`src/rtl/image_unpack_if.sv`:
```
// rtl/image_unpack_if.sv - receive-word and pixel stream interfaces for image_unpack

// UDP receive word stream: the eth_udp_loop side drives (master), the unpacker listens (slave).
interface image_unpack_rec_if;
  logic        rec_en;
  logic [31:0] rec_data;
  logic        rec_pkt_done;

  modport master (output rec_en, rec_data, rec_pkt_done);
  modport slave  (input  rec_en, rec_data, rec_pkt_done);
endinterface

// RGB565 pixel stream with line/frame markers: the unpacker drives (master), the sink accepts (slave).
interface image_unpack_pix_if;
  logic        pix_valid;
  logic        pix_ready;
  logic [15:0] pix_data;
  logic        pix_sof;
  logic        pix_eol;
  logic        pix_eof;

  modport master (output pix_valid, pix_data, pix_sof, pix_eol, pix_eof, input pix_ready);
  modport slave  (input  pix_valid, pix_data, pix_sof, pix_eol, pix_eof, output pix_ready);
endinterface

```
`src/rtl/image_unpack.sv`:
```
// rtl/image_unpack.sv - UDP line packets back to an RGB565 pixel stream with sof/eol/eof markers
module image_unpack #(
  parameter int         H_PIXEL    = 1920,
  parameter int         V_PIXEL    = 1080,
  parameter logic [7:0] HDR_TAG    = 8'hA5,
  parameter int         FIFO_DEPTH = 16
) (
  input  logic               sys_clk,
  input  logic               sys_rst,
  image_unpack_rec_if.slave  rec,
  image_unpack_pix_if.master pix,
  output logic [15:0]        frame_cnt,
  output logic [15:0]        err_cnt,
  output logic               fifo_ovf
);

  localparam int          AW        = $clog2(FIFO_DEPTH);
  localparam logic [15:0] LAST_WORD = 16'(H_PIXEL / 2 - 1);
  localparam logic [15:0] LAST_LINE = 16'(V_PIXEL - 1);
  localparam logic [15:0] NUM_LINES = 16'(V_PIXEL);
  localparam logic [AW:0] PTR_ONE   = (AW + 1)'(1);

  typedef enum logic [1:0] {IDLE, PAYLOAD, DROP} state_t;

  state_t      state;
  state_t      state_next;

  // Packet context
  logic        in_frame;
  logic        sof_pend;
  logic        line_ok;
  logic [15:0] cur_line;
  logic [15:0] exp_line;
  logic [15:0] wcnt;

  // Header fields
  logic [7:0]  hdr_tag;
  logic        hdr_sof;
  logic [15:0] hdr_line;
  logic        hdr_ok;
  logic        unused_flags;

  // Payload word tagging
  logic        first_sof;
  logic        last_word;
  logic        line_ok_after;

  // Parser decisions for this cycle
  logic        hdr_accept;
  logic        set_in_frame;
  logic        clr_in_frame;
  logic        err_inc;
  logic        frame_inc;
  logic        ovf_set;
  logic        wcnt_inc;
  logic        line_done_set;
  logic        line_commit;

  // Word FIFO: {data[31:0], sof, eol, eof}
  logic [34:0] mem [FIFO_DEPTH];
  logic [AW:0] wr_ptr;
  logic [AW:0] rd_ptr;
  logic        fifo_full;
  logic        fifo_empty;
  logic        push;
  logic        pop;
  logic [34:0] push_word;
  logic [34:0] fifo_rdata;

  // Two-pixel holding register
  logic [31:0] hold_data;
  logic        hold_sof;
  logic        hold_eol;
  logic        hold_eof;
  logic        hold_valid;
  logic        hold_phase;

  assign hdr_tag      = rec.rec_data[31:24];
  assign hdr_sof      = rec.rec_data[16];
  assign hdr_line     = rec.rec_data[15:0];
  assign unused_flags = ^rec.rec_data[23:17];

  assign hdr_ok = (hdr_tag == HDR_TAG) && (hdr_line < NUM_LINES) &&
                  ((hdr_sof && (hdr_line == 16'd0)) ||
                   (!hdr_sof && in_frame && (hdr_line == exp_line)));

  assign first_sof = sof_pend && (wcnt == 16'd0);
  assign last_word = (wcnt == LAST_WORD);

  // line_ok is only ever set inside DROP after the last payload word, so a stale value cannot leak
  assign line_ok_after = line_done_set || line_ok;

  assign fifo_empty = (wr_ptr == rd_ptr);
  assign fifo_full  = (wr_ptr[AW] != rd_ptr[AW]) && (wr_ptr[AW-1:0] == rd_ptr[AW-1:0]);
  assign fifo_rdata = mem[rd_ptr[AW-1:0]];

  // Refill the holding register when empty or while its second pixel is being accepted
  assign pop = !fifo_empty && (!hold_valid || (hold_phase && pix.pix_ready));

  // Parser state register
  always_ff @(posedge sys_clk or posedge sys_rst) begin
    if (sys_rst) state <= IDLE;
    else         state <= state_next;
  end

  // Parser next-state and per-cycle actions; the word is handled first, then any packet end
  always_comb begin
    state_next    = state;
    push          = 1'b0;
    push_word     = '0;
    hdr_accept    = 1'b0;
    set_in_frame  = 1'b0;
    clr_in_frame  = 1'b0;
    err_inc       = 1'b0;
    frame_inc     = 1'b0;
    ovf_set       = 1'b0;
    wcnt_inc      = 1'b0;
    line_done_set = 1'b0;
    line_commit   = 1'b0;

    case (state)
      IDLE: begin
        if (rec.rec_en) begin
          if (hdr_ok) begin
            state_next   = PAYLOAD;
            hdr_accept   = 1'b1;
            set_in_frame = hdr_sof;
          end else begin
            state_next   = DROP;
            err_inc      = 1'b1;
            clr_in_frame = 1'b1;
          end
        end
      end
      PAYLOAD: begin
        if (rec.rec_en) begin
          if (fifo_full && !pop) begin
            // Lost word: the line is damaged, so abandon the rest of the packet
            state_next   = DROP;
            ovf_set      = 1'b1;
            err_inc      = 1'b1;
            clr_in_frame = 1'b1;
          end else begin
            push      = 1'b1;
            push_word = {rec.rec_data, first_sof, last_word,
                         last_word && (cur_line == LAST_LINE)};
            wcnt_inc  = 1'b1;
            if (last_word) begin
              state_next    = DROP;
              line_done_set = 1'b1;
            end
          end
        end
      end
      DROP: begin
        state_next = DROP;
      end
      default: begin
        state_next = IDLE;
      end
    endcase

    if (rec.rec_pkt_done) begin
      if (state_next == PAYLOAD) begin
        // Packet ended before the line was complete
        err_inc      = 1'b1;
        clr_in_frame = 1'b1;
      end else if (line_ok_after) begin
        line_commit = 1'b1;
        if (cur_line == LAST_LINE) begin
          frame_inc    = 1'b1;
          clr_in_frame = 1'b1;
        end
      end
      state_next = IDLE;
    end
  end

  // Packet context, line tracking and status counters
  always_ff @(posedge sys_clk or posedge sys_rst) begin
    if (sys_rst) begin
      in_frame  <= 1'b0;
      sof_pend  <= 1'b0;
      line_ok   <= 1'b0;
      cur_line  <= '0;
      exp_line  <= '0;
      wcnt      <= '0;
      frame_cnt <= '0;
      err_cnt   <= '0;
      fifo_ovf  <= 1'b0;
    end else begin
      if (hdr_accept) begin
        sof_pend <= hdr_sof;
        cur_line <= hdr_line;
        wcnt     <= '0;
      end else if (wcnt_inc) begin
        wcnt <= wcnt + 16'd1;
      end

      if (clr_in_frame)      in_frame <= 1'b0;
      else if (set_in_frame) in_frame <= 1'b1;

      if (rec.rec_pkt_done)   line_ok <= 1'b0;
      else if (line_done_set) line_ok <= 1'b1;

      if (line_commit) exp_line <= (cur_line == LAST_LINE) ? 16'd0 : cur_line + 16'd1;

      if (ovf_set) fifo_ovf <= 1'b1;

      if (err_inc && (err_cnt != 16'hFFFF))     err_cnt   <= err_cnt + 16'd1;
      if (frame_inc && (frame_cnt != 16'hFFFF)) frame_cnt <= frame_cnt + 16'd1;
    end
  end

  // FIFO pointers; one extra bit distinguishes full from empty
  always_ff @(posedge sys_clk or posedge sys_rst) begin
    if (sys_rst) begin
      wr_ptr <= '0;
      rd_ptr <= '0;
    end else begin
      if (push) wr_ptr <= wr_ptr + PTR_ONE;
      if (pop)  rd_ptr <= rd_ptr + PTR_ONE;
    end
  end

  // FIFO storage; contents need no reset because the pointers gate every read
  always_ff @(posedge sys_clk) begin
    if (push) mem[wr_ptr[AW-1:0]] <= push_word;
  end

  // Holding register: load a word, present high pixel then low pixel, hold while stalled
  always_ff @(posedge sys_clk or posedge sys_rst) begin
    if (sys_rst) begin
      hold_data  <= '0;
      hold_sof   <= 1'b0;
      hold_eol   <= 1'b0;
      hold_eof   <= 1'b0;
      hold_valid <= 1'b0;
      hold_phase <= 1'b0;
    end else if (pop) begin
      {hold_data, hold_sof, hold_eol, hold_eof} <= fifo_rdata;
      hold_valid <= 1'b1;
      hold_phase <= 1'b0;
    end else if (hold_valid && pix.pix_ready) begin
      if (!hold_phase) hold_phase <= 1'b1;
      else             hold_valid <= 1'b0;
    end
  end

  assign pix.pix_valid = hold_valid;
  assign pix.pix_data  = hold_phase ? hold_data[15:0] : hold_data[31:16];
  assign pix.pix_sof   = hold_valid && !hold_phase && hold_sof;
  assign pix.pix_eol   = hold_valid && hold_phase && hold_eol;
  assign pix.pix_eof   = hold_valid && hold_phase && hold_eof;

endmodule

```
`src/flat_wrapper.sv`:
```
// flat-port wrapper written by rule: the top's interface ports become plain ports
module image_unpack_flat 
#(
  parameter int         H_PIXEL    = 1920,
  parameter int         V_PIXEL    = 1080,
  parameter logic [7:0] HDR_TAG    = 8'hA5,
  parameter int         FIFO_DEPTH = 16
)
  (sys_clk, sys_rst, frame_cnt, err_cnt, fifo_ovf, rec_rec_en, rec_rec_data, rec_rec_pkt_done, pix_pix_valid, pix_pix_data, pix_pix_sof, pix_pix_eol, pix_pix_eof, pix_pix_ready);
  image_unpack_rec_if rec_i ();
  image_unpack_pix_if pix_i ();
  input  logic sys_clk;
  input  logic sys_rst;
  output logic [15:0] frame_cnt;
  output logic [15:0] err_cnt;
  output logic fifo_ovf;
  input wire logic [$bits(rec_i.rec_en)-1:0] rec_rec_en;
  input wire logic [$bits(rec_i.rec_data)-1:0] rec_rec_data;
  input wire logic [$bits(rec_i.rec_pkt_done)-1:0] rec_rec_pkt_done;
  output wire logic [$bits(pix_i.pix_valid)-1:0] pix_pix_valid;
  output wire logic [$bits(pix_i.pix_data)-1:0] pix_pix_data;
  output wire logic [$bits(pix_i.pix_sof)-1:0] pix_pix_sof;
  output wire logic [$bits(pix_i.pix_eol)-1:0] pix_pix_eol;
  output wire logic [$bits(pix_i.pix_eof)-1:0] pix_pix_eof;
  input wire logic [$bits(pix_i.pix_ready)-1:0] pix_pix_ready;
  assign rec_i.rec_en = rec_rec_en;
  assign rec_i.rec_data = rec_rec_data;
  assign rec_i.rec_pkt_done = rec_rec_pkt_done;
  assign pix_pix_valid = pix_i.pix_valid;
  assign pix_pix_data = pix_i.pix_data;
  assign pix_pix_sof = pix_i.pix_sof;
  assign pix_pix_eol = pix_i.pix_eol;
  assign pix_pix_eof = pix_i.pix_eof;
  assign pix_i.pix_ready = pix_pix_ready;
  image_unpack #(.H_PIXEL(H_PIXEL), .V_PIXEL(V_PIXEL), .HDR_TAG(HDR_TAG), .FIFO_DEPTH(FIFO_DEPTH)) u_core (.sys_clk(sys_clk), .sys_rst(sys_rst), .rec(rec_i), .pix(pix_i), .frame_cnt(frame_cnt), .err_cnt(err_cnt), .fifo_ovf(fifo_ovf));
endmodule
```
`config.mk`:
```
export PLATFORM = sky130hd
export DESIGN_NAME = image_unpack_flat
export DESIGN_NICKNAME = d
export VERILOG_FILES = /design/src/rtl/image_unpack_if.sv /design/src/rtl/image_unpack.sv /design/src/flat_wrapper.sv
export SDC_FILE = /design/constraint.sdc
export NUM_CORES = 1
export LEC_CHECK = 0
export BUFFER_PORTS_ARGS = -buffer_cell sky130_fd_sc_hd__buf_4
export CAP_MARGIN = 20
export CORE_MARGIN = 10
export CORE_UTILIZATION = 50
export CTS_CLUSTER_SIZE = 16
export DETAILED_ROUTE_END_ITERATION = 10
export HOLD_SLACK_MARGIN = 0.1
export PLACE_DENSITY = 0.67
export SYNTH_ARGS = -nofsm -noshare
export SYNTH_HDL_FRONTEND = slang
export SYNTH_SLANG_ARGS = --single-unit
```
`constraint.sdc`:
```
create_clock -name sys_clk -period 15.7 [get_ports sys_clk]
set_clock_uncertainty 0.05 [all_clocks]
set_input_delay 3.14 -clock sys_clk [delete_from_list [all_inputs] [get_ports sys_clk]]
set_output_delay 3.14 -clock sys_clk [all_outputs]
set_load 0.05 [all_outputs]
```
# == Yosys cells after proc, flatten, opt, wreduce, memory -nomap -nowiden ==
# Memories as Yosys holds them, arrays and structs flattened. A register that Yosys moved wholly into a read port is not among the register bits.
# Cells that the tools add are included.
# word_totals
input_bits,37
output_inout_bits,53
regBits,98
ramBits,560
n_memories,1
# mem_list
name,words,width,read_ports,rd_ports_with_merged_regs,write_ports,line_no,source
u_core.mem,16,35,1,1,1,image_unpack.sv:60,logic [34:0] mem [FIFO_DEPTH];
# classes
reduce_logical,36
n_mux,57
order_cmp,1
n_eq_ne,12
n_addsub,6
# ops
operator,n
$mux 35,3
$add 16x1->16 const B,4
$mux 16,4
$mux 1,42
$logic_not 16->1,2
$ne 16x16->1 const B,2
$logic_and 1x1->1,19
$eq 16x10->1 const B,1
$eq 16x11->1 const B,1
$eq 16x16->1,1
$lt 16x11->1 const B,1
$mux 2,6
$add 5x1->5 const B,2
$reduce_bool 2->1,5
$eq 8x8->1 const B,1
$pmux 2 s3,1
$eq 5x5->1,1
$logic_not 1->1,5
$eq 2x1->1 const B,2
$eq 4x4->1,1
$logic_or 1x1->1,3
$eq 2x2->1 const B,1
$logic_not 2->1,1
$pmux 1 s2,1
other kinds (2),2

# == Logic depth before layout (Yosys ltp) ==
# Gate-level depths: netlist of the first run.
# logic_depth
ltp_word,13
mapped_depth,11

# == Worst setup path before layout of the first run ==
# Ideal clock, no wire load.
# synth_timing
path_kind,input to register
from,in pix_pix_ready
to,mem u_core.mem[1][0] (enable)
cell_stages,4
setup_ns,0.527
path_slack_ns,7.895
path_buffers,0
t_required_ns,15.123
t_arrival_ns,7.228
path_cell_list,a21boi_0 nand2_1 o21ai_1 nor4b_1
# synth_via
elab_chain_cells,10
# synth_rtl
item,line_no,source
start: declaration,flat_wrapper.sv:25,input wire logic [$bits(pix_i.pix_ready)-1:0] pix_pix_ready;
$logic_and 1x1->1,image_unpack.sv:98,assign pop = !fifo_empty && (!hold_valid || (hold_phase && pix.pix_ready));
$logic_or 1x1->1,image_unpack.sv:98,
$logic_and 1x1->1,image_unpack.sv:98,
$logic_not 1->1,image_unpack.sv:137,if (fifo_full && !pop) begin
$logic_and 1x1->1,image_unpack.sv:137,
$mux 1,image_unpack.sv:137,
$mux 1,image_unpack.sv:136,if (rec.rec_en) begin
$mux 1,image_unpack.sv:121,case (state)
$mux 1,image_unpack.sv:228,if (push) mem[wr_ptr[AW-1:0]] <= push_word;
$mux 1 (implied by the code),image_unpack.sv:228,
end: declaration,image_unpack.sv:60,
# No other way between the ends.

# == Worst setup path in the final report of the first run ==
# layout_timing
from,in rec_rec_data[14]
to,reg u_core.frame_cnt[12]
# layout_via
elab_chain_cells,11
# layout_rtl
item,line_no,source
start: declaration,flat_wrapper.sv:18,input wire logic [$bits(rec_i.rec_data)-1:0] rec_rec_data;
branches (longest 3 deep; another with $lt 16x11->1),-,
$logic_and 1x1->1 *,image_unpack.sv:83,assign hdr_ok = (hdr_tag == HDR_TAG) && (hdr_line < NUM_LINES) &&
$mux 2 *,image_unpack.sv:124,if (hdr_ok) begin
$mux 2 *,image_unpack.sv:123,if (rec.rec_en) begin
$pmux 2 s3 *,image_unpack.sv:121,
$eq 2x1->1 *,image_unpack.sv:164,if (state_next == PAYLOAD) begin
$mux 1 *,image_unpack.sv:164,
$mux 1 *,image_unpack.sv:163,if (rec.rec_pkt_done) begin
$logic_and 1x1->1 *,image_unpack.sv:211,if (frame_inc && (frame_cnt != 16'hFFFF)) frame_cnt <= frame_cnt + 16'd1;
end signal: assignment,image_unpack.sv:211,
end: declaration,image_unpack.sv:12,"output logic [15:0] frame_cnt,"
# Every way passes the cells marked *.
# A chain may end at the register's enable or synchronous reset.

==> metrics.txt, run 1 <==
most common cell after layout, fill and taps aside edfxtp_1; Critical Path Fanout Max 34; Area growth syn-to-layout 14.1%; Port Buf Inserts just under 90; CTS tree yes; fmax 0.162 GHz; worst skew pair latency 600 ps; clk slew on worst S/H paths 60 ps; post-route ant nets 0; die width 256 um; drt total wl 62.4 mm; leading area contributor after synthesis edfxtp_1; synthesized area per cell ~20 sq um; Post-DP HPWL ~35 mm; die height 256 um; Yosys reg bits about 690; largest net degree at the start of global routing 93; CTS Sinks 693; RSZ-0062 raised after global routing no; cts hold-fix bufs 0; Required @ worst endpoint 16130 ps; CP arrival about 6600 ps; initial core utilization 0.506; layout cells sized above 1 0.309; crit-path cells buf_4 -> nor4b_2 -> nand4_2 -> nor4_4 -> a41oi_4 -> o21ai_4 -> a21bo_1 -> nor3_1 -> mux2_4; Post-synth EDFFs 560; Cells after Synth between 1000 and 1500; power density over the cells 136 nW/um^2; total grt overflow 0; TritonRoute pass-1 iters 5; setup TNS 0 ps; Resized Gates After CTS 0; final setup fails 0; Startpoint Class input pin; area share of the largest cell type after synthesis 0.603; crit path kind input pin to register; io pins 90; Yosys cell types between 60 and 70; status complete, no violations; core area 55200 sq um; Inserted Clock Buffers 71; max_cap viols 0; Max Buffers Root-to-Sink 3; routed len/inst 26.5 um; via count 14000; worst relative slew slack 0.318; WP buf/inv 1; Syn Std Cell Area between 20000 and 30000 sq um; most frequent cells in the layout edfxtp_1 (560), mux4_2 (175), dfrtp_1 (129); syn_nets 1475; endpoints failing hold 0; CTS root buf clkbuf_16; Total GRT Usage 0.193; yosys warns 0; Hold Path Class register to register; ranking of synthesized cells by area edfxtp_1 (60%), mux4_2 (14%), dfrtp_1 (12%); fill count 4108; maximum vdd ir drop about 0.0001 V; H-tree levels 3; Final #Nets 1602; Most used DFF post-synth edfxtp_1; Post-CTS Repair Setup Buffers 0; slowest cell on the critical path a21bo_1; RePlAce Congestion 0.773; DRC viols 0; CP endpoint kind register; Pleak 12.3 nW; Slew Limit Fails 0; first-pass GRT wire length between 90 and 100 mm; top cell family by delay on the critical path simple AND/OR/NAND/NOR gates; asr flop ratio synth 0.192; Die ar. 65700 sq um; sequential-to-total area share from yosys stat 0.722; critical path's largest stage delay 750 ps; DR vias/cell 5.91; Starting DRT DRC Count 1213; hold slack 443 ps; vias in the first global route 14700; Cell Rows 86; measured slew at the worst slew-check pin a little over 1000 ps; crit path time final 6170 ps; Final Cycle Share 0.393; initial antenna violation count 1
==> cell usage after synthesis (7+ instances only) <==
cell type and n:
buf_2 16, buf_1 7, nand4_1 26, mux4_2 175
nor2_1 33, nand2_1 82, o21ai_1 12, xor2_1 31
and2_1 41, edfxtp_1 560, mux2_2 54, ha_1 10
and4_1 9, nand3_1 25, and3_1 22, dfrtp_1 133
xnor2_1 55, clkbuf_1 41, inv_1 11
==> report_power, final <==
part           internal [W]  total, W  leakage (nW)  switching (W)
logic              0.000258  0.000630          3.10       0.000372
registers           0.00198   0.00203          8.09      0.0000485
clock network      0.000970   0.00166          1.12       0.000687
==> worst paths after layout <==
kind	slack, ps	depth (start not counted)	endpoint	from
max in group asynchronous	11640	3	u_core.rd_ptr[0]	sys_rst
worst max-delay path	9530	9	u_core.frame_cnt[12]	rec_rec_data[14]
worst max register to register	11720	5	u_core.hold_data[30]	u_core.rd_ptr[0]
worst min-delay path	440	1	u_core.fifo_ovf	u_core.fifo_ovf
worst min register to register	440	1	u_core.fifo_ovf	u_core.fifo_ovf
min in group asynchronous	2660	2	u_core.hold_data[15]	sys_rst
==> registers in the layout, indices dropped and copies added, names as in the netlist <==
name                  count
u_core.mem              560
u_core.in_frame           1
u_core.fifo_ovf           1
u_core.cur_line          16
u_core.hold_sof           1
u_core.line_ok            1
u_core.frame_cnt         16
u_core.hold_data         32
u_core.rd_ptr             5
u_core.sof_pend           1
u_core.hold_eof           1
u_core.wr_ptr             5
u_core.hold_phase         1
u_core.pix.pix_valid      1
u_core.err_cnt           16
u_core.hold_eol           1
u_core.exp_line          16
u_core.state              2
u_core.wcnt              16
==> cell families (layout without fill, tap and decap cells) <==
logic type / Yosys count / in the layout / share of synthesized area
flops: 693 / 693 / 0.722
fa+ha+maj: 10 / 10 / 0.00448
compound gates: 45 / 45 / 0.0128
buf+inv: 78 / 261 / 0.0117
other cells: 0 / 1 / 0
simple gates: 285 / 285 / 0.0580
mux: 231 / 231 / 0.164
xor+xnor: 86 / 86 / 0.0270
==> per-stage QoR <==
step	cell area (sq um)	worst slack, ps	instances	power [W]	utilization
2_1_floorplan	27900	7890	1428	0.00254	-
3_3_place_gp	29500	8980	2230	0.00272	0.535
3_5_place_dp	29500	8920	2230	0.00272	0.535
4_1_cts	31800	9550	2359	0.00437	0.577
5_1_grt	31800	9300	2360	0.00447	0.577
6_report	31800	9530	2360	0.00432	0.577
==> area by class of cell <==
type                    instances  area (sq um)  share of cell area
well taps                     748           936              0.0294
clock inverters                37           320              0.0101
flip-flops and latches        693         20200               0.633
repair buffers                121           908              0.0285
inverters                      11          46.3             0.00145
clock buffers                  92          1970              0.0619
diodes                          1          2.50           0.0000786
multi-input cells             657          7500               0.236
==> layer usage <==
layer / vias up / wire (um) / GRT usage
li1: 5961 / - / -
met1: 7384 / 26300 / 0.261
met2: 478 / 30100 / 0.307
met3: 128 / 4260 / 0.0424
met4: 0 / 1790 / 0.0640
met5: - / 0 / 0
Power figures use the tool's default switching activity.
==> run 2: changes to the inputs <==
--- a/config.mk
+++ b/config.mk
@@ -5,6 +5,7 @@
 export SDC_FILE = /design/constraint.sdc
 export NUM_CORES = 1
 export LEC_CHECK = 0
+export ABC_AREA = 1
 export BUFFER_PORTS_ARGS = -buffer_cell sky130_fd_sc_hd__buf_4
 export CAP_MARGIN = 20
 export CORE_MARGIN = 10
@@ -12,7 +13,7 @@
 export CTS_CLUSTER_SIZE = 16
 export DETAILED_ROUTE_END_ITERATION = 10
 export HOLD_SLACK_MARGIN = 0.1
-export PLACE_DENSITY = 0.67
+export PLACE_DENSITY = 0.7
 export SYNTH_ARGS = -nofsm -noshare
 export SYNTH_HDL_FRONTEND = slang
 export SYNTH_SLANG_ARGS = --single-unit
==> constraint.sdc (replaced) <==
create_clock -name sys_clk -period 5.05 [get_ports sys_clk]
set_clock_uncertainty 0.05 [all_clocks]
set_input_delay 1.01 -clock sys_clk [delete_from_list [all_inputs] [get_ports sys_clk]]
set_output_delay 1.01 -clock sys_clk [all_outputs]
set_load 0.05 [all_outputs]
==> run 2 against run 1 <==
Sequential share of layout area is 1.6 points lower. Combinational power grew to 8.1 times the previous value. Power grew to 3.9 times the previous value. Design area is 2.6% higher. Sequential power grew to 3.2 times the previous value. Synthesized cell count is 72% higher. Sequential cell count stayed put.
==> metrics.txt, run 2 <==
RR Endpoint u_core.mem[14][23]; Post-synth EDFFs 560; measured slew at the worst slew-check pin around 1100 ps; Post-Layout Cell Count 3336; vias in the first global route approximately 19000; Die ar. 67600 sq um; core area 56700 sq um; die height 260 um; DR vias/cell 6.00; Starting DRT DRC Count 2269; ranking of synthesized cells by area edfxtp_1 (58%), dfrtp_1 (12%), nor2_1 (5.9%); drt total wl 75.5 mm; NetSw 0.00601 W; Post-DP HPWL 42.1 mm; yosys warns 0; initial core utilization 0.507; hold path cells 1; Yosys reg bits 693; total grt overflow 0; syn_nets ~2500; Syn Std Cell Area 28800 sq um; clk slew on worst S/H paths approximately 60 ps; Reg2Reg Setup Slack 1910 ps; cell with the most instances after synthesis edfxtp_1; CP arrival 2250 ps; final core occ 0.576; H-tree levels 3; reg2reg start u_core.rd_ptr[0]; hold slack 422 ps; Max Buffers Root-to-Sink 3; Hold Path Class register to register; asr flop ratio synth 0.192; maximum vdd ir drop ~0.00054 V; via count ~20000; synthesized area per cell roughly 12 sq um; RSZ-0062 raised after global routing no; Port Buf Inserts 89; fill count 4552; Reg2Reg Depth 8; dpl cells 3205; Resized Gates After CTS 0; Comb pwr share 0.306; worst setup path start u_core.hold_phase; slowest cell on the critical path buf_4; most common cell after layout, fill and taps aside edfxtp_1; die width 260 um; CTS Sinks ~690; initial antenna violation count 0; Inserted Clock Buffers 72; power density over the cells slightly above 500 nW/um^2; worst skew pair latency 610 ps; area share of the largest cell type after synthesis 0.584; final setup fails 0; leading area contributor after synthesis edfxtp_1; critical path's largest stage delay 430 ps; layout cells sized above 1 0.114; worst relative slew slack 0.264; Clk pwr share 0.305; Final Cycle Share 0.656; io pins 90; largest net degree at the start of global routing 204; area of the multi-input gates roughly 7700 sq um; crit path time final 3310 ps; Cell Rows 87; Startpoint Class register; fmax 0.302 GHz; Final #Nets between 2000 and 3000; Cells after Synth 2459; CP endpoint kind output port; post-route ant nets 0; Slew Limit Fails 0; Critical Path Fanout Max 32; Sequential Power Share 0.389; max reg flops 560; Yosys cell types 44; synth cell count leaders edfxtp_1 (560), nor2_1 (450), o21ai_0 (323); crit path kind register to output port; endpoints failing hold 0; RePlAce Congestion 0.857; max_cap viols 0; routed len/inst 22.6 um; WHS Endpoint u_core.fifo_ovf; DP Worst Slack 1300 ps; Required @ worst endpoint around 4000 ps; Most used DFF post-synth edfxtp_1; crit-path cells buf_4 -> inv_1 -> nand2_1 -> nand2_1 -> buf_4; most frequent cells in the layout edfxtp_1 (560), nor2_1 (434), o21ai_0 (323); sequential-to-total area share from yosys stat 0.700; setup TNS 0 ps; FF+latch area roughly 20000 sq um; Switching Fraction 0.361; cts hold-fix bufs 0; Area growth syn-to-layout 13.5%; Pleak 12.3 nW; first-pass GRT wire length approximately 110 mm; min-delay src u_core.fifo_ovf; status complete, no violations; Final WS setup 1740 ps; Inserted Diodes 0; TritonRoute pass-1 iters 6; CTS tree yes; DRC viols 0; Post-CTS Repair Setup Buffers 0; Total GRT Usage 0.219; CTS root buf clkbuf_16; internal power 0.0107 W
-- run 2: cell count changes after synthesis, moves of 35 or more --
cell | previous run | this run
nor2_1 | 33 | 450
mux4_2 | 175 | 0
inv_1 | 11 | 121
xnor2_1 | 55 | 16
o21ai_0 | 6 | 323
nand2_1 | 82 | 247
clkbuf_1 | 41 | 117
a31oi_1 | 1 | 36
o221ai_1 | 0 | 108
and2_1 | 41 | 0
nand3_1 | 25 | 99
mux2_2 | 54 | 0
-- run 2: power groups by stage --
stage	Sequential, W	Clock (W)	Combinational (W)
global route	0.00651	0.00536	0.00553
finish	0.00649	0.00508	0.00511
floorplan	0.00658	0	0.00344
detailed placement	0.00660	0	0.00506
global placement	0.00659	0	0.00492
CTS	0.00648	0.00512	0.00508
-- run 2: worst max path at each step --
| stage | depth (start not counted) | endpoint | slack, ps |
|---|---|---|---|
| global route | 5 | pix_pix_data[4] | 1670 |
| detailed placement | 12 | u_core.frame_cnt[8] | 1300 |
| floorplan | 1 | u_core.cur_line[0] | 440 |
| global placement | 12 | u_core.frame_cnt[15] | 1330 |
| CTS | 5 | pix_pix_data[14] | 1720 |
| finish | 5 | pix_pix_data[4] | 1740 |
-- run 2: cells by family after synthesis --
logic type,count (synthesis),share of synthesized area
AND/OR/NAND/NOR,886,0.128
adder cells (fa/ha/maj),10,0.00435
buffers and inverters,275,0.0377
AO/OA/AOI/OAI,547,0.115
flip-flops,693,0.700
XOR/XNOR,48,0.0146
-- run 2: area by class of cell --
type                       instances  share of cell area
multi-input combinational       1491               0.235
sequential                       693               0.617
timing repair buffer             134              0.0348
clock inverter                    36             0.00931
inverter                         132              0.0156
tap                              756              0.0290
clock buffer                      94              0.0596
-- run 2: through the flow --
stage,total power (W),instance area [sq um]
global placement,0.0115,30400
detailed placement,0.0117,30400
finish,0.0167,32700
CTS,0.0167,32700
global route,0.0174,32700
floorplan,0.0100,28800
-- run 2: worst max-delay path: cells and delay by family, from the launching register on --
kind                   cells  cell delay, ps
AND/OR/NAND/NOR            2             300
flip-flops                 1             340
buffers and inverters      3            1020
-- run 2: layer usage --
metal  track usage  routed length [um]  vias to the layer above
met2         0.349               35700                     1014
li1              -                   -                     8994
met1         0.304               31100                     9875
met4        0.0677                1950                        0
met3        0.0379                6770                      127
met5             0                   0                        -
